### src/rtl/eth_pkg.sv
// Shared types and constants for the Ethernet II header parser.
package eth_pkg;

   localparam int HDR_BYTES = 14;
   localparam logic [47:0] ETH_BCAST_MAC = 48'hFFFF_FFFF_FFFF;

   typedef struct packed {
      logic [47:0] dst;
      logic [47:0] src;
      logic [15:0] ethertype;
   } eth_hdr_t;

   typedef enum logic [1:0] {
      HDR     = 2'd0,
      PAYLOAD = 2'd1,
      DROP    = 2'd2
   } parse_state_e;

endpackage

### src/rtl/axis_reg_slice.sv
// One-entry AXI-Stream register stage; full throughput when the sink is always ready.
module axis_reg_slice #(
   parameter int DATA_WIDTH = 8
) (
   input  logic                  clk,
   input  logic                  rst,
   input  logic [DATA_WIDTH-1:0] in_data,
   input  logic                  in_valid,
   input  logic                  in_last,
   output logic                  in_ready,
   output logic [DATA_WIDTH-1:0] out_data,
   output logic                  out_valid,
   output logic                  out_last,
   input  logic                  out_ready
);

   assign in_ready = !out_valid || out_ready;

   always_ff @(posedge clk or posedge rst) begin
      if (rst) begin
         out_data  <= '0;
         out_valid <= 1'b0;
         out_last  <= 1'b0;
      end else if (in_ready) begin
         out_valid <= in_valid;
         if (in_valid) begin
            out_data <= in_data;
            out_last <= in_last;
         end
      end
   end

endmodule

### src/rtl/eth_header_parser.sv
// Strips the 14-byte Ethernet II header into sideband fields and forwards the payload.
// Define ETH_MAC_FILTER_EN to drop frames not addressed to LOCAL_MAC or broadcast.
//
// state   | meaning
// HDR     | shifting in header bytes, index 0..13
// PAYLOAD | forwarding payload bytes through the output register
// DROP    | discarding a filtered frame until tlast (ETH_MAC_FILTER_EN only)
module eth_header_parser
   import eth_pkg::*;
#(
   parameter int DATA_WIDTH = 8,
   parameter int HDR_BYTES  = 14,
   parameter int CNT_WIDTH  = 16
`ifdef ETH_MAC_FILTER_EN
   ,
   parameter logic [47:0] LOCAL_MAC = 48'h02_00_00_00_00_01
`endif
) (
   input  logic                  clk,
   input  logic                  rst,
   input  logic [DATA_WIDTH-1:0] s_tdata,
   input  logic                  s_tvalid,
   input  logic                  s_tlast,
   output logic                  s_tready,
   output logic [DATA_WIDTH-1:0] m_tdata,
   output logic                  m_tvalid,
   output logic                  m_tlast,
   input  logic                  m_tready,
   output logic                  hdr_valid,
   output logic [47:0]           dst_mac,
   output logic [47:0]           src_mac,
   output logic [15:0]           ethertype,
   output logic [CNT_WIDTH-1:0]  frame_cnt,
   output logic [CNT_WIDTH-1:0]  runt_cnt
);

   parse_state_e state, state_nxt;
   logic [3:0]   idx;
   logic [111:0] hdr_sr;
   eth_hdr_t     hdr_new;
   logic         s_hs;
   logic         hdr_done;
   logic         hdr_accept;
   logic         slice_in_valid;
   logic         slice_in_ready;

   // Header as it will look once the current byte is shifted in.
   assign hdr_new  = {hdr_sr[103:0], s_tdata};
   assign s_hs     = s_tvalid && s_tready;
   assign hdr_done = (state == HDR) && s_hs && (idx == 4'(HDR_BYTES - 1));

`ifdef ETH_MAC_FILTER_EN
   assign hdr_accept = (hdr_new.dst == LOCAL_MAC) || (hdr_new.dst == ETH_BCAST_MAC);
`else
   assign hdr_accept = 1'b1;
`endif

   always_comb begin
      state_nxt      = state;
      s_tready       = 1'b0;
      slice_in_valid = 1'b0;
      case (state)
         HDR: begin
            s_tready = 1'b1;
            if (hdr_done && !s_tlast) begin
`ifdef ETH_MAC_FILTER_EN
               state_nxt = hdr_accept ? PAYLOAD : DROP;
`else
               state_nxt = PAYLOAD;
`endif
            end
         end
         PAYLOAD: begin
            s_tready       = slice_in_ready;
            slice_in_valid = s_tvalid;
            if (s_hs && s_tlast) state_nxt = HDR;
         end
`ifdef ETH_MAC_FILTER_EN
         DROP: begin
            s_tready = 1'b1;
            if (s_tvalid && s_tlast) state_nxt = HDR;
         end
`endif
         default: state_nxt = HDR;
      endcase
   end

   always_ff @(posedge clk or posedge rst) begin
      if (rst) state <= HDR;
      else     state <= state_nxt;
   end

   always_ff @(posedge clk or posedge rst) begin
      if (rst) begin
         idx       <= '0;
         hdr_sr    <= '0;
         hdr_valid <= 1'b0;
         dst_mac   <= '0;
         src_mac   <= '0;
         ethertype <= '0;
         frame_cnt <= '0;
         runt_cnt  <= '0;
      end else begin
         hdr_valid <= 1'b0;
         if (state == HDR && s_hs) begin
            hdr_sr <= hdr_new;
            if (hdr_done) begin
               idx <= '0;
               if (hdr_accept) begin
                  dst_mac   <= hdr_new.dst;
                  src_mac   <= hdr_new.src;
                  ethertype <= hdr_new.ethertype;
                  hdr_valid <= 1'b1;
                  frame_cnt <= frame_cnt + 1'b1;
               end
            end else if (s_tlast) begin
               idx      <= '0;
               runt_cnt <= runt_cnt + 1'b1;
            end else begin
               idx <= idx + 1'b1;
            end
         end
      end
   end

   axis_reg_slice #(.DATA_WIDTH(DATA_WIDTH)) u_out_slice (
      .clk       (clk),
      .rst       (rst),
      .in_data   (s_tdata),
      .in_valid  (slice_in_valid),
      .in_last   (s_tlast),
      .in_ready  (slice_in_ready),
      .out_data  (m_tdata),
      .out_valid (m_tvalid),
      .out_last  (m_tlast),
      .out_ready (m_tready)
   );

endmodule

### config.mk
export PLATFORM = sky130hd
export DESIGN_NAME = eth_header_parser
export DESIGN_NICKNAME = d
export VERILOG_FILES = /design/src/rtl/eth_pkg.sv /design/src/rtl/axis_reg_slice.sv /design/src/rtl/eth_header_parser.sv
export SDC_FILE = /design/constraint.sdc
export NUM_CORES = 1
export LEC_CHECK = 0
export ABC_AREA = 1
export CORE_MARGIN = 3
export CORE_UTILIZATION = 40
export DETAILED_ROUTE_END_ITERATION = 16
export SETUP_SLACK_MARGIN = 0.5
export SLEW_MARGIN = 15
export SYNTH_ARGS = -nofsm -noshare
export SYNTH_HDL_FRONTEND = slang
export SYNTH_SLANG_ARGS = --single-unit
### constraint.sdc
create_clock -name clk -period 21 [get_ports clk]
set_input_delay 2.1 -clock clk [delete_from_list [all_inputs] [get_ports clk]]
set_output_delay 2.1 -clock clk [all_outputs]
set_load 0.02 [all_outputs]
### Yosys cells after proc, flatten, opt, wreduce, memory -nomap -nowiden

Cells that the tools add are included.

| word-level totals | value |
|---|---|
| output and inout bits | 156 |
| logic and storage cells | 42 |
| register bits after elaboration | 265 |
| input bits | 13 |

| operators by class | value |
|---|---|
| bitwise operators | 1 |
| reductions and logical operators | 13 |
| muxes and demuxes | 9 |
| add/subtract/negate cells | 3 |
| eq/ne operators | 4 |

Operators with widths:

| cell | number |
|---|---|
| $add 16x1->16 const B | 2 |
| $mux 4 | 2 |
| $reduce_and 2->1 | 3 |
| $logic_and 1x1->1 | 5 |
| $add 4x1->4 const B | 1 |
| $eq 4x4->1 const B | 1 |
| $mux 2 | 2 |
| $ne 2x2->1 const B | 2 |
| $pmux 2 s2 | 1 |
| $mux 1 | 3 |
| $reduce_and 3->1 | 1 |
| $eq 2x1->1 const B | 1 |
| $logic_not 1->1 | 2 |
| $logic_not 2->1 | 1 |
| $pmux 1 s2 | 1 |
| $logic_or 1x1->1 | 1 |
| $not 1->1 | 1 |

### Logic depth before layout (Yosys ltp)

Gate-level depths: netlist of run 1.

| depth | value |
|---|---|
| depth after elaboration | 9 |
| depth in mapped cells | 11 |
| mapped depth without buffers | 10 |

### Modules after synthesis

A second synthesis of run 1 with hierarchy kept.

| second synthesis, totals | value |
|---|---|
| cells, all modules | 1095 |
| area total of the unflattened synthesis | 10378.7 µm² |

By module, submodules not included:

| module | area an instance (µm²) | seq. area each (µm²) | cells an instance | instances |
|---|---|---|---|---|
| eth_header_parser | 9910.8 | 6356.1 | 1051 | 1 |
| axis_reg_slice | 467.9 | 250.2 | 44 | 1 |

### Worst setup path after synthesis of run 1

Ideal clock, no wire load.

| path | value |
|---|---|
| kind | input -> output |
| start | in m_tready |
| end | out s_tready |
| arrival | 2.322 ns |
| setup slack | 16.578 ns |
| stages on the path | 2 |
| data required time | 18.900 ns |
| path buffers | 0 |
| cells stage by stage | inv_1 -> nand3_1 |

| on the way | value |
|---|---|
| cells in the longest elaborated chain, start to end | 2 |

Ends and longest elaborated chain:

| element | line | RTL |
|---|---|---|
| start, declared | eth_header_parser.sv:28 | `input logic m_tready,` |
| $logic_or 1x1->1 | axis_reg_slice.sv:17 | `assign in_ready = !out_valid \|\| out_ready;` |
| $pmux 1 s2 | eth_header_parser.sv:62 | `case (state)` |
| end, declared | eth_header_parser.sv:24 | `output logic s_tready,` |

No other way between the ends.

### Worst setup path after layout of run 1

Same ends and word-level chain as after synthesis.

==> flow_summary_export.csv, run 1 <==
group,metric,value,unit
pwr,clock_power_share,34.8,%
status,status,"complete, no violations",
pwr,p_int,0.9962,mW
sta,min_period_over_period,25.54,%
sta,worst_pin_slew,1.003,ns
placed_design,placed_area,12130,µm²
cells_and_area,seq_area,6606,µm²
cells_and_area,diodes,0,
cells_and_area,multi_input_area,2983,µm²
global_route,grt_pass1_wl,38410,µm
clock_tree,clock_path_buffers,3,
clock_tree,cts_tree,"yes",
routing,drtAntennaViolNets,0,
synth,ys.flop_type,"dfrtp_1",
pwr,p_sw,0.4202,mW
pwr,swShare,29.67,%
clock_tree,clock-sinks,264,
floorplan,num_io_pins,169,
pwr,sequentialPowerShare,48.3,%
sta,relSlewSlack,33.16,%
synth,ys.warnings.count,0,
critical_path,crit_path_start_kind,"input port",
floorplan,die_area,27730,µm²
clock_tree,postCtsSetupBuffers,0,
synth,synth_top_area_share,64.09,%
synth,synth_area_leaders,"dfrtp_1 64%, nand2_1 13%, o21ai_0 5.4%",
job,maxCapViolations,0,
critical_path,cp-end-kind,"output port",
routing,wirelength,22510,µm
clock_tree,path_clk_slew,0.06,ns
cells_and_area,fin_cells,1573,
placed_design,hpwl,14190,µm
routing,remaining_drc_errors,0,
routing,vias,7267,
synth,avgSynthCellArea,9.625,µm²
synth,synth_top_area_cell,"dfrtp_1",
sta,setup_viol,0,
routing,post_drt_wl_per_cell,14.31,µm
floorplan,core_area,25250,µm²
clock_tree,ctsResizeCount,0,
placed_design,finalWeightedCongestion,0.7421,
clock_tree,h-tree-depth,1,
pwr,leakage,6.035,nW
routing,firstDrtPassIters,6,
synth,yosysMostFrequentCell,"nand2_1",
cells_and_area,fillCellCount,2366,
sta,setup_ws,15.64,ns
clock_tree,root_buffer,"clkbuf_16",
routing,drtIter0Drc,496,
pwr,p_per_area,108.4,nW/µm²
synth,async_flop_share,100.0,%
placed_design,numPortBuffers,168,
pwr,power_frac_comb,17.0,%
synth,synth_edf_count,0,
sta,hold_viol,0,
global_route,grt_pass1_vias,7329,
critical_path,worstPathMaxFanout,2,
placed_design,place_ws,15.63,ns
cells_and_area,finish.instance_area,13070,µm²
synth,syn_area,10310,µm²
pwr,ir_drop,62.06,µV
clock_tree,cts_buffers,28,
floorplan,initial_core_util,40.82,%
clock_tree,clock_latency,0.54,ns
sta,period_minus_slack,5.364,ns
global_route,globalRouteOverflowTotal,0,
sta,fin_tns_setup,0,ns
synth,yosysUniqueCellTypes,27,
cells_and_area,nets,1239,
cells_and_area,area_growth,26.74,%
sta,clock.fmax,0.1864,GHz
synth,syn_nets,1088,
clock_tree,ctsHoldBuffers,0,
critical_path,path_class,"in -> out",
placed_design,dp_cells,1522,
floorplan,std_cell_rows,58,
floorplan,fp.dieH,166.5,µm
global_route,track_usage,16.34,%
global_route,grt_max_degree,178,
pwr,power,1.416,mW
sta,skew,0.009334,ns
cells_and_area,layout-drive-gt1-share,5.229,%
synth,synthesis.instances,1071,
synth,ys_seq_area_share,64.09,%
synth,synth_common_cells,"350 x nand2_1, 264 x dfrtp_1, 112 x o21ai_0",
critical_path,worst_ep_required_time,18.90,ns
min_path,hold_class,"reg -> reg",
floorplan,fp.dieW,166.5,µm
sta,maxSlewViolCount,0,
synth,ys_seq_elements,264,
sta,rsz0062_at_grt,"false",
routing,via_per_inst,4.620,
global_route,antenna_found_initial,0,
critical_path,crit_arrival,3.26,ns
cell usage in the layout (no fill, tap or decap):
cell type / synthesis / routed
a21oi_1: 2 / 2
a31oi_1: 1 / 1
buf_4: 15 / 3
bufinv_16: 0 / 2
clkbuf_1: 8 / 4
clkbuf_16: 0 / 28
clkbuf_8: 0 / 6
clkdlybuf4s50_1: 0 / 168
clkinv_2: 0 / 8
clkinv_8: 0 / 1
clkinvlp_4: 0 / 1
dfrtp_1: 264 / 264
ha_1: 4 / 4
inv_1: 109 / 108
inv_2: 3 / 3
inv_6: 0 / 1
inv_8: 0 / 1
nand2_1: 350 / 350
nand2_2: 2 / 1
nand2_8: 0 / 2
nand3_1: 16 / 16
nand3_4: 2 / 2
nand3b_1: 3 / 3
nand4_1: 6 / 6
nor2_1: 28 / 28
nor2_2: 3 / 3
nor2_4: 1 / 1
nor2_8: 2 / 2
nor3_1: 2 / 2
o21ai_0: 112 / 112
o21ai_1: 86 / 86
o22ai_1: 2 / 2
xnor2_1: 8 / 8
xor2_1: 14 / 14
path summary, 6_finish.rpt:
path / startpoint / endpoint / slack, ns / cells after the start
setup / recovery: m_tready / s_tready / 15.64 / 4
hold / removal: dst_mac[25] / dst_mac[25] / 0.47 / 2
setup reg to reg: idx[0] / src_mac[17] / 18.47 / 7
hold reg to reg: dst_mac[25] / dst_mac[25] / 0.47 / 2
max in group asynchronous: rst / hdr_sr[83] / 17.35 / 3
min in group asynchronous: rst / hdr_sr[19] / 2.20 / 2
final cells by class:
type                       count  share of cell area, %
clock buffer                  38                  6.110
clock inverter                13                  1.015
inverter                     112                  3.275
multi-input combinational    645                  22.83
sequential                   264                  50.57
tap                          330                  3.160
timing repair buffer         171                  13.04
critical path: stages:
cell             delay [ns]
clkdlybuf4s50_1        0.45
inv_1                  0.05
nand3_1                0.05
clkdlybuf4s50_1        0.61
registers in the layout (all words and copies together), names as in the netlist:
signal / flops
u_out_slice.out_valid: 1
idx: 4
hdr_sr: 104
u_out_slice.out_last: 1
dst_mac: 48
state: 1
frame_cnt: 16
ethertype: 16
u_out_slice.out_data: 8
runt_cnt: 16
hdr_valid: 1
src_mac: 48
power by group through the flow:
stage          clock [mW]  combinational [mW]  sequential [mW]
6_report            0.492               0.240            0.684
5_1_grt             0.529               0.278            0.700
4_1_cts             0.508               0.247            0.685
3_3_place_gp            0               0.240            0.690
3_5_place_dp            0               0.245            0.693
2_1_floorplan           0               0.141            0.699
per-stage QoR:
step / util [%] / hold WS (ns)
after floorplan: - / 0.4492
after global placement: 48.05 / 0.4543
after detailed placement: 48.05 / 0.4577
after CTS: 51.73 / 0.4730
after global routing: 51.73 / 0.4969
final: 51.73 / 0.4672
kinds of logic after synthesis:
kind of cell / synth area share, %
buf+inv: 7.198
compound gates: 9.892
flops: 64.09
fa+ha+maj: 0.4855
simple gates: 16.47
xor+xnor: 1.869
metal layers:
metal,vias up,track usage (%),routed length [µm]
met5,-,0,0
met2,137,26.63,10350
met3,27,4.011,1210
met1,3439,22.52,10530
li1,3664,-,-
met4,0,3.336,422
No activity file was read; power rests on OpenSTA's default activity.
==> inputs of run 2 (changes only) <==
==> constraint.sdc (replaced) <==
create_clock -name clk -period 5.6 [get_ports clk]
set_input_delay 0.56 -clock clk [delete_from_list [all_inputs] [get_ports clk]]
set_output_delay 0.56 -clock clk [all_outputs]
set_load 0.02 [all_outputs]
==> run 2 against run 1 <==
  * Design area barely moved
  * Combinational power rose to 3.8 times the previous value
  * Non-clock buffer count did not move
  * Routed wire length fell by 0.29%
  * Sequential share of layout area barely moved
  * Sequential power rose to 3.7 times the previous value
  * Final cell count fell by 0.13%
  * Via count fell by 0.41%
  * First-iteration DRC count rose by 6.7%
  * Clock power rose to 3.6 times the previous value
  * Critical path depth rose by 3
  * Die area did not move
  * Largest cell class unchanged
  * Highest routed layer unchanged
==> flow_summary_export.csv, run 2 (synthesis results as in run 1) <==
group,metric,value,unit
pwr,power,5.263,mW
cells_and_area,layout-drive-gt1-share,4.754,%
routing,wirelength,22450,µm
routing,firstDrtPassIters,4,
critical_path,worstPathMaxFanout,130,
min_path,holdCritStartpoint,"dst_mac[10]",
cells_and_area,finish.instance_area,13060,µm²
clock_tree,ctsHoldBuffers,0,
routing,drtAntennaViolNets,0,
sta,hold_viol,0,
global_route,grt_max_degree,178,
min_path,whs_endpoint,"dst_mac[10]",
clock_tree,clock_latency,0.53,ns
sta,relSlewSlack,34.11,%
min_path,whs_path_depth,2,
cells_and_area,largest_register_ffs,104,
global_route,grt_pass1_wl,38080,µm
critical_path,r2r_start,"state[0]",
cells_and_area,nets,1239,
job,maxCapViolations,0,
clock_tree,clock_path_buffers,3,
sta,min_period_over_period,48.28,%
cells_and_area,multi_input_area,2983,µm²
clock_tree,ctsResizeCount,0,
global_route,antenna_found_initial,0,
sta,worst_pin_slew,0.9883,ns
cells_and_area,diodes,0,
placed_design,placed_area,12160,µm²
placed_design,hpwl,14350,µm
floorplan,num_io_pins,169,
pwr,p_per_area,403.0,nW/µm²
critical_path,crit_arrival,3.08,ns
pwr,ir_drop,280.7,µV
cells_and_area,area_growth,26.70,%
critical_path,rr_endpoint,"src_mac[6]",
status,status,"complete, no violations",
global_route,globalRouteOverflowTotal,0,
routing,vias,7237,
routing,drtIter0Drc,529,
critical_path,reg2reg_slack,3.17,ns
routing,post_drt_wl_per_cell,14.29,µm
clock_tree,clock-sinks,264,
floorplan,core_area,25250,µm²
critical_path,ff2ff_path_depth,5,
sta,skew,0.01172,ns
critical_path,worst_ep_required_time,5.98,ns
cells_and_area,fin_cells,1571,
sta,clock.fmax,0.3699,GHz
clock_tree,path_clk_slew,0.06,ns
cells_and_area,layout_commonest_cell,"nand2_1",
sta,maxSlewViolCount,0,
sta,period_minus_slack,2.703,ns
critical_path,cp-end-kind,"flip-flop",
sta,fin_tns_setup,0,ns
floorplan,std_cell_rows,58,
pwr,leakage,6.017,nW
placed_design,numPortBuffers,168,
clock_tree,postCtsSetupBuffers,0,
cells_and_area,top_register,"hdr_sr",
clock_tree,root_buffer,"clkbuf_16",
global_route,grt_pass1_vias,7306,
clock_tree,h-tree-depth,1,
cells_and_area,reg_top3,"hdr_sr (104), dst_mac (48), src_mac (48)",
clock_tree,cts_buffers,28,
min_path,hold_class,"reg -> reg",
placed_design,dp_cells,1522,
floorplan,fp.dieH,166.5,µm
floorplan,initial_core_util,40.82,%
cells_and_area,fillCellCount,2397,
floorplan,die_area,27730,µm²
sta,rsz0062_at_grt,"false",
critical_path,path_class,"in -> reg",
routing,remaining_drc_errors,0,
sta,setup_viol,0,
cells_and_area,seq_area,6606,µm²
routing,via_per_inst,4.607,
global_route,track_usage,16.26,%
placed_design,finalWeightedCongestion,0.7549,
floorplan,fp.dieW,166.5,µm
sta,hold-worst-slack,0.4695,ns
clock_tree,cts_tree,"yes",
critical_path,crit_path_start_kind,"input port",
cells_and_area,most-common-layout-cells,"350 x nand2_1, 264 x dfrtp_1, 168 x clkdlybuf4s50_1, 112 x o21ai_0, 108 x inv_1",
## run 2: changes by cell type in the layout (fill, tap and decap cells not counted), sizes merged
cell,before,now
clkbuf,38,47
clkinvlp,1,2
clkinv,9,1
inv,113,111
bufinv,2,0
## run 2: metal layers
layer / up-vias / global-route usage (%) / share of wire (%)
li1: 3659 / - / -
met1: 3412 / 23.49 / 48
met2: 140 / 25.96 / 45
met3: 26 / 2.991 / 4.3
met4: 0 / 3.515 / 2.0
met5: - / 0 / 0
## run 2: layout make-up
class / count / share of cell area, %
Clock buffer: 47 / 6.840
Clock inverter: 2 / 0.09579
Inverter: 112 / 3.247
Multi-Input combinational cell: 645 / 22.84
Sequential cell: 264 / 50.58
Tap cell: 330 / 3.161
Timing Repair Buffer: 171 / 13.24
## run 2: how the worst max path moves through the flow
stage / startpoint / end / slack [ns] / cells after the start
6_report: s_tvalid / src_mac[6] / 2.90 / 7
5_1_grt: s_tvalid / ethertype[14] / 2.64 / 7
4_1_cts: s_tvalid / src_mac[12] / 2.83 / 7
3_5_place_dp: s_tvalid / src_mac[12] / 2.27 / 7
3_3_place_gp: s_tvalid / src_mac[20] / 2.34 / 7
2_1_floorplan: rst / dst_mac[0] / 1.56 / 1
## run 2: where the power goes
group / switching (mW) / total [mW] / internal [mW] / leakage [nW]
Combinational: 0.577 / 0.908 / 0.331 / 2.02
Sequential: 0.248 / 2.56 / 2.32 / 3.56
Clock: 0.718 / 1.79 / 1.07 / 0.443
Total: 1.54 / 5.26 / 3.72 / 6.02
## run 2: through the flow
| step | worst slack, ns | util [%] |
|---|---|---|
| 2_1_floorplan | 1.556 | - |
| 3_3_place_gp | 2.335 | 48.13 |
| 3_5_place_dp | 2.270 | 48.13 |
| 4_1_cts | 2.834 | 51.72 |
| 5_1_grt | 2.638 | 51.72 |
| 6_report | 2.897 | 51.72 |
## run 2: worst max-delay path, cell delays in order
cell and delay, ns:
clkdlybuf4s50_1 0.66, inv_2 0.11, nor2_8 0.45, nand2_8 0.51, buf_4 0.57, nand2_1 0.12
o21ai_1 0.08
==> RTL edit 1, RTL diff (config.mk and constraints of run 2) <==
Reset style: synchronous (`rst`), changed in 3 clocked blocks.
--- a/src/rtl/axis_reg_slice.sv
+++ b/src/rtl/axis_reg_slice.sv
@@ -16,7 +16,7 @@
 
    assign in_ready = !out_valid || out_ready;
 
-   always_ff @(posedge clk or posedge rst) begin
+   always_ff @(posedge clk) begin
       if (rst) begin
          out_data  <= '0;
          out_valid <= 1'b0;
--- a/src/rtl/eth_header_parser.sv
+++ b/src/rtl/eth_header_parser.sv
@@ -85,12 +85,12 @@
       endcase
    end
 
-   always_ff @(posedge clk or posedge rst) begin
+   always_ff @(posedge clk) begin
       if (rst) state <= HDR;
       else     state <= state_nxt;
    end
 
-   always_ff @(posedge clk or posedge rst) begin
+   always_ff @(posedge clk) begin
       if (rst) begin
          idx       <= '0;
          hdr_sr    <= '0;
Check against the original RTL: differs if rst is asserted again (counterexample within 4 cycles, from zero or initial values and one cycle with rst high); with rst held inactive, the same outputs for 10 cycles.
==> RTL edit 1 against run 2 <==
- area after synthesis decreased by 6.3%
- worst hold slack improved by 0.015 ns
- setup slack improved by 0.20 ns
- register-to-register slack about the same
- design area decreased by 4.9%
- critical path type unchanged
- routed wire length increased by 11%
- critical path depth decreased by 2
- sequential cell count unchanged
- critical endpoint is now u_out_slice.out_last$_SDFFE_PP0P_
Power is not compared: it rests on default switching activity, and its combinational part moved more than twofold at a synthesized area within 25%.
==> RTL edit 1: results (changes against run 2) <==
[drt]
wl_um=24960  ; +11%
viasPerCell=4.809  ; +4.4%
drt_pre_antenna_iters=6  ; +2
drt_iter0_markers=561  ; +6.0%
wl_per_cell_um=14.35  ; +0.40%

[sta]
fmax_mhz=400.2  ; +8.2%
skew_ns=0.01987  ; +0.008152 ns

[yosys]
synth_common_cells=nor2_1, dfxtp_1, o21ai_0
synth_compound_area_share_pct=13.78  ; +3.9 points
syn_avg_cell_area_sq_um=7.590  ; -21%
ys_dominant_reg_cell=dfxtp_1
synth.area.top_cells=dfxtp_1, nor2_1, o21ai_0
yosys.area_share.adder_pct=0.5184  ; +0.033 points

[global_routing]
gr-usage-met1_pct=25.19  ; +1.7 points
grt_usage_pct=18.61  ; +2.3 points
grt_pass1_vias=8008  ; +9.6%

[setup_path]
critical_path.startpoint=rst
cp_max_fo=105  ; -19%
r2r_cells=9  ; +4
critPathCapture=u_out_slice.out_last$_SDFFE_PP0P_

[finish]
layout-drive-gt1-share_pct=4.715  ; -0.039 points
fill_cells=2355  ; -1.8%
fin_nets=1416  ; +14%

[outcome]
outcome=finished clean

[hold_path]
hp-start=hdr_sr[102]$_SDFFE_PP0P_

[RTL edit 1: through the flow]
| stage | setup slack, ns | hold slack [ns] | power [uW] | cell area [sq um] |
|---|---|---|---|---|
| floorplan | 4.110 | 0.4557 | 2180 | 9654 |
| global placement | 2.555 | 0.4669 | 2250 | 11460 |
| detailed placement | 2.484 | 0.4723 | 2254 | 11460 |
| CTS | 2.963 | 0.4875 | 4136 | 12410 |
| global route | 2.924 | 0.5115 | 4256 | 12420 |
| finish | 3.101 | 0.4845 | 4088 | 12420 |
[RTL edit 1: area by class of cell]
class	instances	share of cell area, %
sequential	264	42.56
clock inverter	11	1.008
clock buffer	41	6.680
tap	319	3.214
multi-input combinational	890	31.17
timing repair buffer	175	14.10
inverter	40	1.270
[RTL edit 1: routing by layer]
metal	up-vias	wire, um
met5	-	0
met4	0	359
met3	37	1401
met2	157	11190
met1	3836	12020
li1	4337	-
[RTL edit 1: power by group]
part	internal [uW]	switching (uW)
registers	1950	51.7
clock network	1120	757
logic	72.6	139
total	3140	947
==> RTL edit 2, RTL diff (config.mk and constraints of run 2) <==
Without the edit above. `CNT_WIDTH`: 16 -> 32.
--- a/src/rtl/eth_header_parser.sv
+++ b/src/rtl/eth_header_parser.sv
@@ -10,7 +10,7 @@
 #(
    parameter int DATA_WIDTH = 8,
    parameter int HDR_BYTES  = 14,
-   parameter int CNT_WIDTH  = 16
+   parameter int CNT_WIDTH  = 32
 `ifdef ETH_MAC_FILTER_EN
    ,
    parameter logic [47:0] LOCAL_MAC = 48'h02_00_00_00_00_01
Interface: changed (resized frame_cnt and runt_cnt); port bits go from 169 to 201. No check against the original RTL was run, so the function may have changed too.
==> RTL edit 2 against run 2 <==
- design area is 20% higher
- setup slack better by 0.13 ns
- synthesized cell count is 31% higher
- routed wire length is 33% higher
- power is 9.7% higher
- sequential power is 9.0% higher
- area after synthesis is 20% higher
- sequential cell count is 32 higher
- clock power is 17% higher
- core utilization is 0.29 points higher
- worst hold slack better by 0.0055 ns
- via count is 32% higher
- largest cell class unchanged
- largest power group unchanged
- highest routed layer unchanged
==> RTL edit 2: results (changes against run 2) <==
[outcome]
outcome=finished clean

[cts]
htreeDepth=2  ; +1
cts_made_buffers=34  ; +21%

[finish]
fin_nets=1603  ; +29%

[yosys]
synth.area.top_cells=dfrtp_1, nand2_1, o21ai_0
synth_compound_area_share_pct=8.798  ; -1.1 points
seq_area_frac_synth_pct=59.80  ; -4.3 points
synth_cell_types=30  ; +11%

[drt]
routedLengthMet1_um=14050  ; +30%
drt_pre_antenna_iters=5  ; +1
drt_iter0_markers=570  ; +7.8%
wl_met2_um=13850  ; +36%

[hold_path]
hp-start=hdr_sr[103]$_DFFE_PP0P_

[global_routing]
grt_pass1_wl_um=49940  ; +31%
gr-usage-met1_pct=25.63  ; +2.1 points
grtUsageMet3_pct=2.925  ; -0.066 points
grt_pass1_vias=9501  ; +30%
gr-usage-met2_pct=29.29  ; +3.3 points

[sta]
skew_ns=0.01943  ; +0.007712 ns
fmax_mhz=388.1  ; +4.9%
slew_headroom_pct=28.91  ; -5.2 points
whs_ns=0.4749  ; +0.005454 ns

[placement]
io_buffers=200  ; +19%
place_inst=1940  ; +27%
placed_area_sq_um=14600  ; +20%
dp_slack_ns=2.468  ; +0.1982 ns
place_congestion=0.8977  ; +19%

[setup_path]
cp_max_fo=119  ; -8.5%
reg2reg_slack_ns=3.07  ; -0.10 ns
r2r_cells=6  ; +1
regToRegStartpoint=idx[0]$_DFFE_PP0P_
critPathCapture=ethertype[6]$_DFFE_PP0P_

[power]
ir_worst_vdd_mv=0.2244  ; -20%

-- RTL edit 2: cell types whose count changed after synthesis, sizes merged, moves of 14 or more --
cell	before	now
nand2	353	469
dfrtp	264	296
o21ai	198	212
nand3	18	48
inv	112	160
nor2	34	98
-- RTL edit 2: worst max-delay path: stages --
cell and delay (ns):
clkdlybuf4s50_1 0.51, inv_2 0.15, nor2_8 0.09, nand2_8 0.52
buf_4 0.80, o21ai_0 0.17
-- RTL edit 2: cell type report --
cell class              count  area (sq um)
multi-input cells         889          4035
clock inverters            10         76.32
clock buffers              48         984.7
repair buffers            205          2064
fillers                  2822         14450
well taps                 390         488.0
flip-flops and latches    296          7407
inverters                 160         604.3
-- RTL edit 2: logic make-up after synthesis --
logic type,count (synthesis)
xor+xnor,29
simple gates,639
compound gates,217
fa+ha+maj,4
buf+inv,213
flops,296
-- RTL edit 2: where the power goes --
| part | switching (uW) | internal (uW) |
|---|---|---|
| logic | 572 | 327 |
| registers | 246 | 2540 |
| clock network | 857 | 1230 |
| total | 1670 | 4100 |
